[src/rtl/accum_cpu_core.sv]
// Accumulator CPU core: 16-bit instructions, one memory port with req/ack handshake.
// Memory-side outputs are decoded from the current state, so a request is held steady until acked.
//
// state      | meaning
// -----------+--------------------------------------------------------------
// S_FETCH    | read instruction at pc, then advance pc by 2
// S_DECODE   | execute register/branch ops, or pick the memory path
// S_MEM_PTR  | read pointer word at operand (indirect ops)
// S_MEM_DATA | data read/write at operand (direct) or ptr (indirect)
// S_HALT     | stopped until reset, no memory traffic
module accum_cpu_core #(
    parameter int ADDR_WIDTH = 12,
    parameter int DATA_WIDTH = 16,
    parameter logic [ADDR_WIDTH-1:0] RESET_PC = 'h100
) (
    input  logic                  clk,
    input  logic                  rst,
    output logic                  mem_req,
    output logic                  mem_we,
    output logic [ADDR_WIDTH-1:0] mem_addr,
    output logic [DATA_WIDTH-1:0] mem_wdata,
    input  logic [DATA_WIDTH-1:0] mem_rdata,
    input  logic                  mem_ack,
    output logic [ADDR_WIDTH-1:0] pc,
    output logic [DATA_WIDTH-1:0] ac,
    output logic [15:0]           ir,
    output logic                  halted
);

    typedef enum logic [2:0] {
        S_FETCH,
        S_DECODE,
        S_MEM_PTR,
        S_MEM_DATA,
        S_HALT
    } state_t;

    localparam logic [3:0] OP_NOP   = 4'h0;
    localparam logic [3:0] OP_LOAD  = 4'h1;
    localparam logic [3:0] OP_STORE = 4'h2;
    localparam logic [3:0] OP_CLEAR = 4'h3;
    localparam logic [3:0] OP_SKIP  = 4'h4;
    localparam logic [3:0] OP_JUMP  = 4'h5;
    localparam logic [3:0] OP_HALT  = 4'h6;
    localparam logic [3:0] OP_ADD   = 4'h7;
    localparam logic [3:0] OP_SUB   = 4'h8;
    localparam logic [3:0] OP_AND   = 4'h9;
    localparam logic [3:0] OP_OR    = 4'hA;
    localparam logic [3:0] OP_NOT   = 4'hB;
    localparam logic [3:0] OP_LDI   = 4'hC;
    localparam logic [3:0] OP_STI   = 4'hD;
    localparam logic [3:0] OP_ADDI  = 4'hE;
    localparam logic [3:0] OP_JMPI  = 4'hF;

    state_t                state_q, state_d;
    logic [ADDR_WIDTH-1:0] pc_q, pc_d;
    logic [DATA_WIDTH-1:0] ac_q, ac_d;
    logic [15:0]           ir_q, ir_d;
    logic [ADDR_WIDTH-1:0] ptr_q, ptr_d;

    logic [3:0]            opcode;
    logic [ADDR_WIDTH-1:0] operand;
    logic [ADDR_WIDTH-1:0] pc_plus2;
    logic                  is_indirect;
    logic                  is_store;
    logic                  ac_neg;
    logic                  ac_zero;
    logic                  skip;

    assign opcode      = ir_q[15:12];
    assign operand     = ADDR_WIDTH'(ir_q[11:0]);
    assign pc_plus2    = pc_q + ADDR_WIDTH'(2);
    assign is_indirect = opcode[3] & opcode[2];
    assign is_store    = (opcode == OP_STORE) || (opcode == OP_STI);
    assign ac_neg      = ac_q[DATA_WIDTH-1];
    assign ac_zero     = (ac_q == '0);

    always_comb begin
        skip = 1'b0;
        case (ir_q[1:0])
            2'b00:   skip = ac_neg;
            2'b01:   skip = ac_zero;
            2'b10:   skip = !ac_neg && !ac_zero;
            default: skip = 1'b0;
        endcase
    end

    always_ff @(posedge clk) begin
        if (rst) begin
            state_q <= S_FETCH;
            pc_q    <= RESET_PC;
            ac_q    <= '0;
            ir_q    <= '0;
            ptr_q   <= '0;
        end else begin
            state_q <= state_d;
            pc_q    <= pc_d;
            ac_q    <= ac_d;
            ir_q    <= ir_d;
            ptr_q   <= ptr_d;
        end
    end

    always_comb begin
        state_d   = state_q;
        pc_d      = pc_q;
        ac_d      = ac_q;
        ir_d      = ir_q;
        ptr_d     = ptr_q;
        mem_req   = 1'b0;
        mem_we    = 1'b0;
        mem_addr  = '0;
        mem_wdata = '0;

        case (state_q)
            S_FETCH: begin
                mem_req  = 1'b1;
                mem_addr = pc_q;
                if (mem_ack) begin
                    ir_d    = mem_rdata[15:0];
                    pc_d    = pc_plus2;
                    state_d = S_DECODE;
                end
            end

            S_DECODE: begin
                state_d = S_FETCH;
                case (opcode)
                    OP_NOP:   ;
                    OP_CLEAR: ac_d = '0;
                    OP_SKIP:  if (skip) pc_d = pc_plus2;
                    OP_JUMP:  pc_d = operand;
                    OP_HALT:  state_d = S_HALT;
                    OP_NOT:   ac_d = ~ac_q;
                    OP_LOAD, OP_STORE, OP_ADD, OP_SUB, OP_AND, OP_OR:
                              state_d = S_MEM_DATA;
                    default:  state_d = S_MEM_PTR;
                endcase
            end

            S_MEM_PTR: begin
                mem_req  = 1'b1;
                mem_addr = operand;
                if (mem_ack) begin
                    ptr_d = mem_rdata[ADDR_WIDTH-1:0];
                    // Jump-indirect takes the pointer straight from the bus; no data phase follows.
                    if (opcode == OP_JMPI) begin
                        pc_d    = mem_rdata[ADDR_WIDTH-1:0];
                        state_d = S_FETCH;
                    end else begin
                        state_d = S_MEM_DATA;
                    end
                end
            end

            S_MEM_DATA: begin
                mem_req  = 1'b1;
                mem_addr = is_indirect ? ptr_q : operand;
                if (is_store) begin
                    mem_we    = 1'b1;
                    mem_wdata = ac_q;
                end
                if (mem_ack) begin
                    state_d = S_FETCH;
                    case (opcode)
                        OP_LOAD, OP_LDI: ac_d = mem_rdata;
                        OP_ADD, OP_ADDI: ac_d = ac_q + mem_rdata;
                        OP_SUB:          ac_d = ac_q - mem_rdata;
                        OP_AND:          ac_d = ac_q & mem_rdata;
                        OP_OR:           ac_d = ac_q | mem_rdata;
                        default:         ac_d = ac_q;
                    endcase
                end
            end

            S_HALT: ;

            default: state_d = S_FETCH;
        endcase

        // An asserted reset drops any in-flight request immediately.
        if (rst) begin
            mem_req   = 1'b0;
            mem_we    = 1'b0;
            mem_addr  = '0;
            mem_wdata = '0;
        end
    end

    assign pc     = pc_q;
    assign ac     = ac_q;
    assign ir     = ir_q;
    assign halted = (state_q == S_HALT);

endmodule
[config.mk]
export PLATFORM = sky130hd
export DESIGN_NAME = accum_cpu_core
export DESIGN_NICKNAME = d
export VERILOG_FILES = /design/src/rtl/accum_cpu_core.sv
export SDC_FILE = /design/constraint.sdc
export NUM_CORES = 1
export LEC_CHECK = 0
export BUFFER_PORTS_ARGS = -buffer_cell sky130_fd_sc_hd__buf_4
export CORE_ASPECT_RATIO = 1.2
export CORE_MARGIN = 5
export CORE_UTILIZATION = 61
export CTS_CLUSTER_DIAMETER = 30
export DETAILED_ROUTE_END_ITERATION = 16
export PLACE_DENSITY = 0.88
export SLEW_MARGIN = 20
export SYNTH_ARGS = -nofsm -noshare
export SYNTH_HDL_FRONTEND = slang
export SYNTH_SLANG_ARGS = --single-unit
[constraint.sdc]
create_clock -name clk -period 4.9 [get_ports clk]
set_input_delay 0.49 -clock clk [delete_from_list [all_inputs] [get_ports clk]]
set_output_delay 0.49 -clock clk [all_outputs]
set_load 0.02 [all_outputs]
* Yosys cells after proc, flatten, opt, wreduce, memory -nomap -nowiden
Index checks and enable logic that the tools add are counted.
** Operators by class
- $add $sub $neg :: 3
- $mul :: 0
- Divide/modulo/power cells :: 0
- $lt $le $gt $ge :: 0
- Equality and inequality tests :: 29
- Shift operators :: 0
- Mux-type cells :: 28
- Bitwise gates (word level) :: 5
- Reductions and logical operators :: 20
** Operators with widths (count)
- case mux 16 bit (5 select lines) :: 1
- two-way mux 12 bit :: 6
- case mux 12 bit (3 select lines) :: 2
- two-way mux 16 bit :: 4
- case mux 16 bit (2 select lines) :: 2
- == test 4 bit, second input constant :: 8
- case mux 12 bit (2 select lines) :: 1
- adder 16 bit :: 1
- bitwise AND 16 bit :: 1
- == test 4 x 3 -> 1 bit, second input constant :: 4
- logical NOT 16 bit :: 1
- NOT 16 bit :: 1
- OR 16 bit :: 1
- subtractor 16 bit :: 1
- case mux 3 bit (5 select lines) :: 1
- adder 12 x 2 -> 12 bit, second input constant :: 1
- two-way mux 3 bit :: 3
- case mux 3 bit (3 select lines) :: 1
- == test 4 x 2 -> 1 bit, second input constant :: 2
- != test 2 bit, second input constant :: 4
- AND reduction 4 bit :: 2
- == test 3 x 2 -> 1 bit, second input constant :: 2
- != test 6 bit, second input constant :: 1
- AND reduction 6 bit :: 1
- 26 further kinds :: 33
** Storage, ports and cells
- Register bits after elaboration :: 59
- Latch bits :: 0
- Bits in writable memories :: 0
- Memory bits (read-only) :: 0
- Bits of input ports :: 19
- Word-level logic and storage cells :: 90
- Memories :: 0

* Longest topological paths before layout
- Depth after elaboration :: 7
- Mapped depth :: 14
- Depth with buffers taken out :: 13

* Least setup slack after synthesis
Ideal clock, no wire load.
- Path type :: input-to-reg
- From :: input mem_rdata[3]
- To :: register ac_q[14], in the netlist ac[14]
- Library setup time :: 0.091 ns
- Data arrival time :: 3.062 ns
- Data required time :: 4.809 ns
- Setup slack :: 1.748 ns
- Stages on the path :: 12
- Path buffers :: 1
- Cell sequence :: clkbuf_1 > nor4_1 > nand2_1 > o41ai_2 > o21ai_0 > xnor2_1 > ha_1 > and3_1 > a31o_2 > a31oi_1 > or3_1 > a311oi_1
** On the way
- Word-level cells in the longest chain between the ends :: 4
- Elaborated cells between the ends (all ways) :: 5
- Those cells by class :: add/sub: 2; mux: 3
** Ends and longest elaborated chain
- from (decl) :: RTL line 22 : input logic [DATA_WIDTH-1:0] mem_rdata,
- subtractor 16 bit / adder 16 bit (equally long branches) :: RTL line 168, 167
- case mux 16 bit (5 select lines) (*) :: RTL line 165 : case (opcode)
- two-way mux 16 bit (*) :: RTL line 163 : if (mem_ack) begin
- case mux 16 bit (2 select lines) (*) :: RTL line 115 : case (state_q)
- to (signal assigned) :: RTL line 92 : ac_q <= '0;
- to (signal assigned) :: RTL line 98 : ac_q <= ac_d;
- to (decl) :: RTL line 57 : logic [DATA_WIDTH-1:0] ac_q, ac_d;
Mark *: on every way between the ends. The rest lies on a longest branch, timed or not. The select of a mux whose other input is x is not followed.
A chain may end at the register's enable or synchronous reset.

* Worst setup path after layout
- From :: register ir_q[15], in the netlist ir[15]
- To :: register ac_q[12], in the netlist ac[12]
** On the way
- Word-level cells in the longest chain between the ends :: 5
- Elaborated cells between the ends (all ways) :: 18
- Those cells by class :: eq/ne: 11; mux: 4; reduce/logical: 3
** Ends and longest elaborated chain
- from (decl) :: RTL line 58 : logic [15:0] ir_q, ir_d;
- from (signal assigned) :: RTL line 99 : ir_q <= ir_d;
- == test 4 x 3 -> 1 bit, or another cell as far along :: RTL line 165
- OR reduction 2 bit :: RTL line 165
- case mux 16 bit (5 select lines) :: RTL line 165
- two-way mux 16 bit :: RTL line 163
- case mux 16 bit (2 select lines) :: RTL line 115
Several ways; a longest one is shown, not always the timed one. The select of a mux whose other input is x is not followed.

==> results_dict.tcl <==
set metrics [dict create \
    io_buffers 93 \
    cts_setup_buffers 0 \
    cts_resized 0 \
    cp.required_ns 5.16 \
    syn_inst 683 \
    diodes 0 \
    worst_path_largest_cell_delay_ns 0.80 \
    setup-tns-final_ns 0 \
    cts_tree "built" \
    crit_type "reg2reg" \
    synth.largest_area_cell "dfxtp_1" \
    hold_path_class "in2reg" \
    synthTopCellsByCount "nand2_1, a21oi_1, dfxtp_1" \
    crit_arrival_ns 4.02 \
    async_flop_share_pct 0 \
    synth_warnings 0 \
    drv_cap 0 \
    outcome "complete, no violations" \
    synth_area_um2 4980 \
    total_power_mw 1.32 \
    die_h_um 109 \
    grt_pass1_wl_um 28700 \
    register_area_um2 1180 \
    dp_cells 820 \
    hold_ws_ns 0.418 \
    crit_slowest_cell "dfxtp_1" \
    ir_worst_vdd_mv 0.168 \
    wl_per_cell_um 21.5 \
    drt-total-wl_um 18000 \
    antenna_found_initial 0 \
    cts.sinks 59 \
    avgSynthCellArea_um2 7.29 \
    p_leak_nw 2.25 \
    dpl_cell_area_um2 5570 \
    cts-root-buf "clkbuf_8" \
    cts_buffers 9 \
    drtIter0Drc 619 \
    yosysSeqAreaShare_pct 23.7 \
    insertion_delay_ns 0.35 \
    tightest_slew_ns 1.05 \
    gp_congestion 0.990 \
    crit_fanout 22 \
    num_rows 36 \
    drive_above_1_share_pct 18.4 \
    slew_headroom_pct 29.3 \
    drc_errors 0 \
    via_per_inst 6.97 \
    ant_nets 0 \
    fillers 687 \
    multi_input_area_um2 3500 \
    synth_flop_cell "dfxtp_1" \
    layout_min_cycle_time_ns 3.76 \
    ys_top_cells_by_area "dfxtp_1, a21oi_1, nand2_1" \
    yosysMostFrequentCell "nand2_1" \
    synth_edf_count 0 \
    dieArea_um2 10100 \
    ys_ff_latch 59 \
    dieWidth_um 92.5 \
    synth_fp_nets 722 \
    fin_cells 836 \
    finalSetupViolations 0 \
    p_per_area_nw_per_um2 228 \
    drt_first_pass_iters 8 \
    crit_chain "nor2b_1 > nand3_1 > a21o_1 > fa_1 > nor2b_1 > o211ai_1 > a21oi_1 > o211ai_1 > a211o_1 > a311oi_1" \
    worstSetupEndpointType "flip-flop" \
    coreArea_um2 8060 \
    ctsHoldBuffers 0 \
    final_area_um2 5760 \
    grt_pass1_vias 5690 \
    final_util_pct 71.5 \
    clk_path_buf_depth 2 \
    area_growth_pct 15.7 \
    path_clk_slew_ns 0.08 \
    skew_ns 0.00913 \
    floorplan.initialDensity_pct 61.8 \
    setup_slack_ns 1.14 \
    ys_types 75 \
    hold_viol 0 \
    htreeDepth 3 \
    dpl.hpwl_um 12500 \
    grt_max_degree 70 \
    io_pins 94 \
    vias 5826 \
    place_ws_ns 1.24 \
    crit_path_start_kind "flip-flop" \
    grt_overflow 0 \
    synth_top_area_share_pct 23.7 \
    rsz0062_at_grt "no" \
    period_share_pct 76.7 \
    grt.total_usage_pct 35.6 \
    layout.nets 775 \
    max_freq_mhz 266 \
    slew_violations 0 \
]
-- sequential cells by signal, indices dropped and copies added, names as in the netlist --
name	flops
state_q	3
ptr_q	12
ac	16
ir	16
pc	12
-- placed cells by master (no fill, tap or decap), drive strengths merged, types with 13 or more instances in the layout --
master,n
a21oi,86
and2,16
buf,96
dfxtp,59
ha,19
inv,13
nand2,102
nand3,13
nor2,44
nor3,13
o21ai,38
-- report_power, final --
group	internal [mW]	leakage [nW]	switching, mW
clock	0.246	0.0991	0.217
sequential	0.496	0.479	0.0366
combinational	0.121	1.67	0.200
-- cell families (layout without fill, tap and decap cells) --
group | Yosys count | after routing | synth area share [%]
and+or+nand+nor | 258 | 258 | 25.5
AOI/OAI and AO/OA | 245 | 245 | 32.9
muxes | 15 | 15 | 3.29
DFF | 59 | 59 | 23.7
xor gates and xnor gates | 19 | 19 | 3.34
buffers and inverters | 67 | 125 | 6.00
adders and majority gates | 20 | 20 | 5.17
-- final cells by class --
type | count | area share (%)
Sequential cell | 59 | 20.5
Timing Repair Buffer | 96 | 12.5
Clock inverter | 5 | 0.912
Clock buffer | 11 | 2.45
Inverter | 13 | 0.847
Multi-Input combinational cell | 557 | 60.7
Tap cell | 95 | 2.06
-- critical path, delay by kind of cell (launching register included) --
family	cells	cell delay, ns
compound gates	6	1.55
simple gates	3	0.85
flops	1	0.80
fa+ha+maj	1	0.45
-- per-layer routing --
| metal | track usage [%] | routed length [um] | share of wire (%) |
|---|---|---|---|
| met2 | 61.5 | 8710 | 48 |
| met5 | 0 | 0 | 0 |
| met1 | 42.4 | 6800 | 38 |
| met3 | 5.87 | 1810 | 10 |
| met4 | 18.3 | 684 | 3.8 |
-- path summary, 6_finish.rpt --
path / depth (start not counted) / to / from / slack [ns]
setup / recovery: 10 / ac[12]$_SDFFE_PP0P_ / ir[15]$_SDFFE_PP0P_ / 1.14
hold / removal: 3 / ir[15]$_SDFFE_PP0P_ / mem_rdata[15] / 0.42
setup reg to reg: 10 / ac[12]$_SDFFE_PP0P_ / ir[15]$_SDFFE_PP0P_ / 1.14
hold reg to reg: 2 / ptr_q[1]$_SDFFE_PP0P_ / ptr_q[1]$_SDFFE_PP0P_ / 0.46
Power figures use the tool's default switching activity.
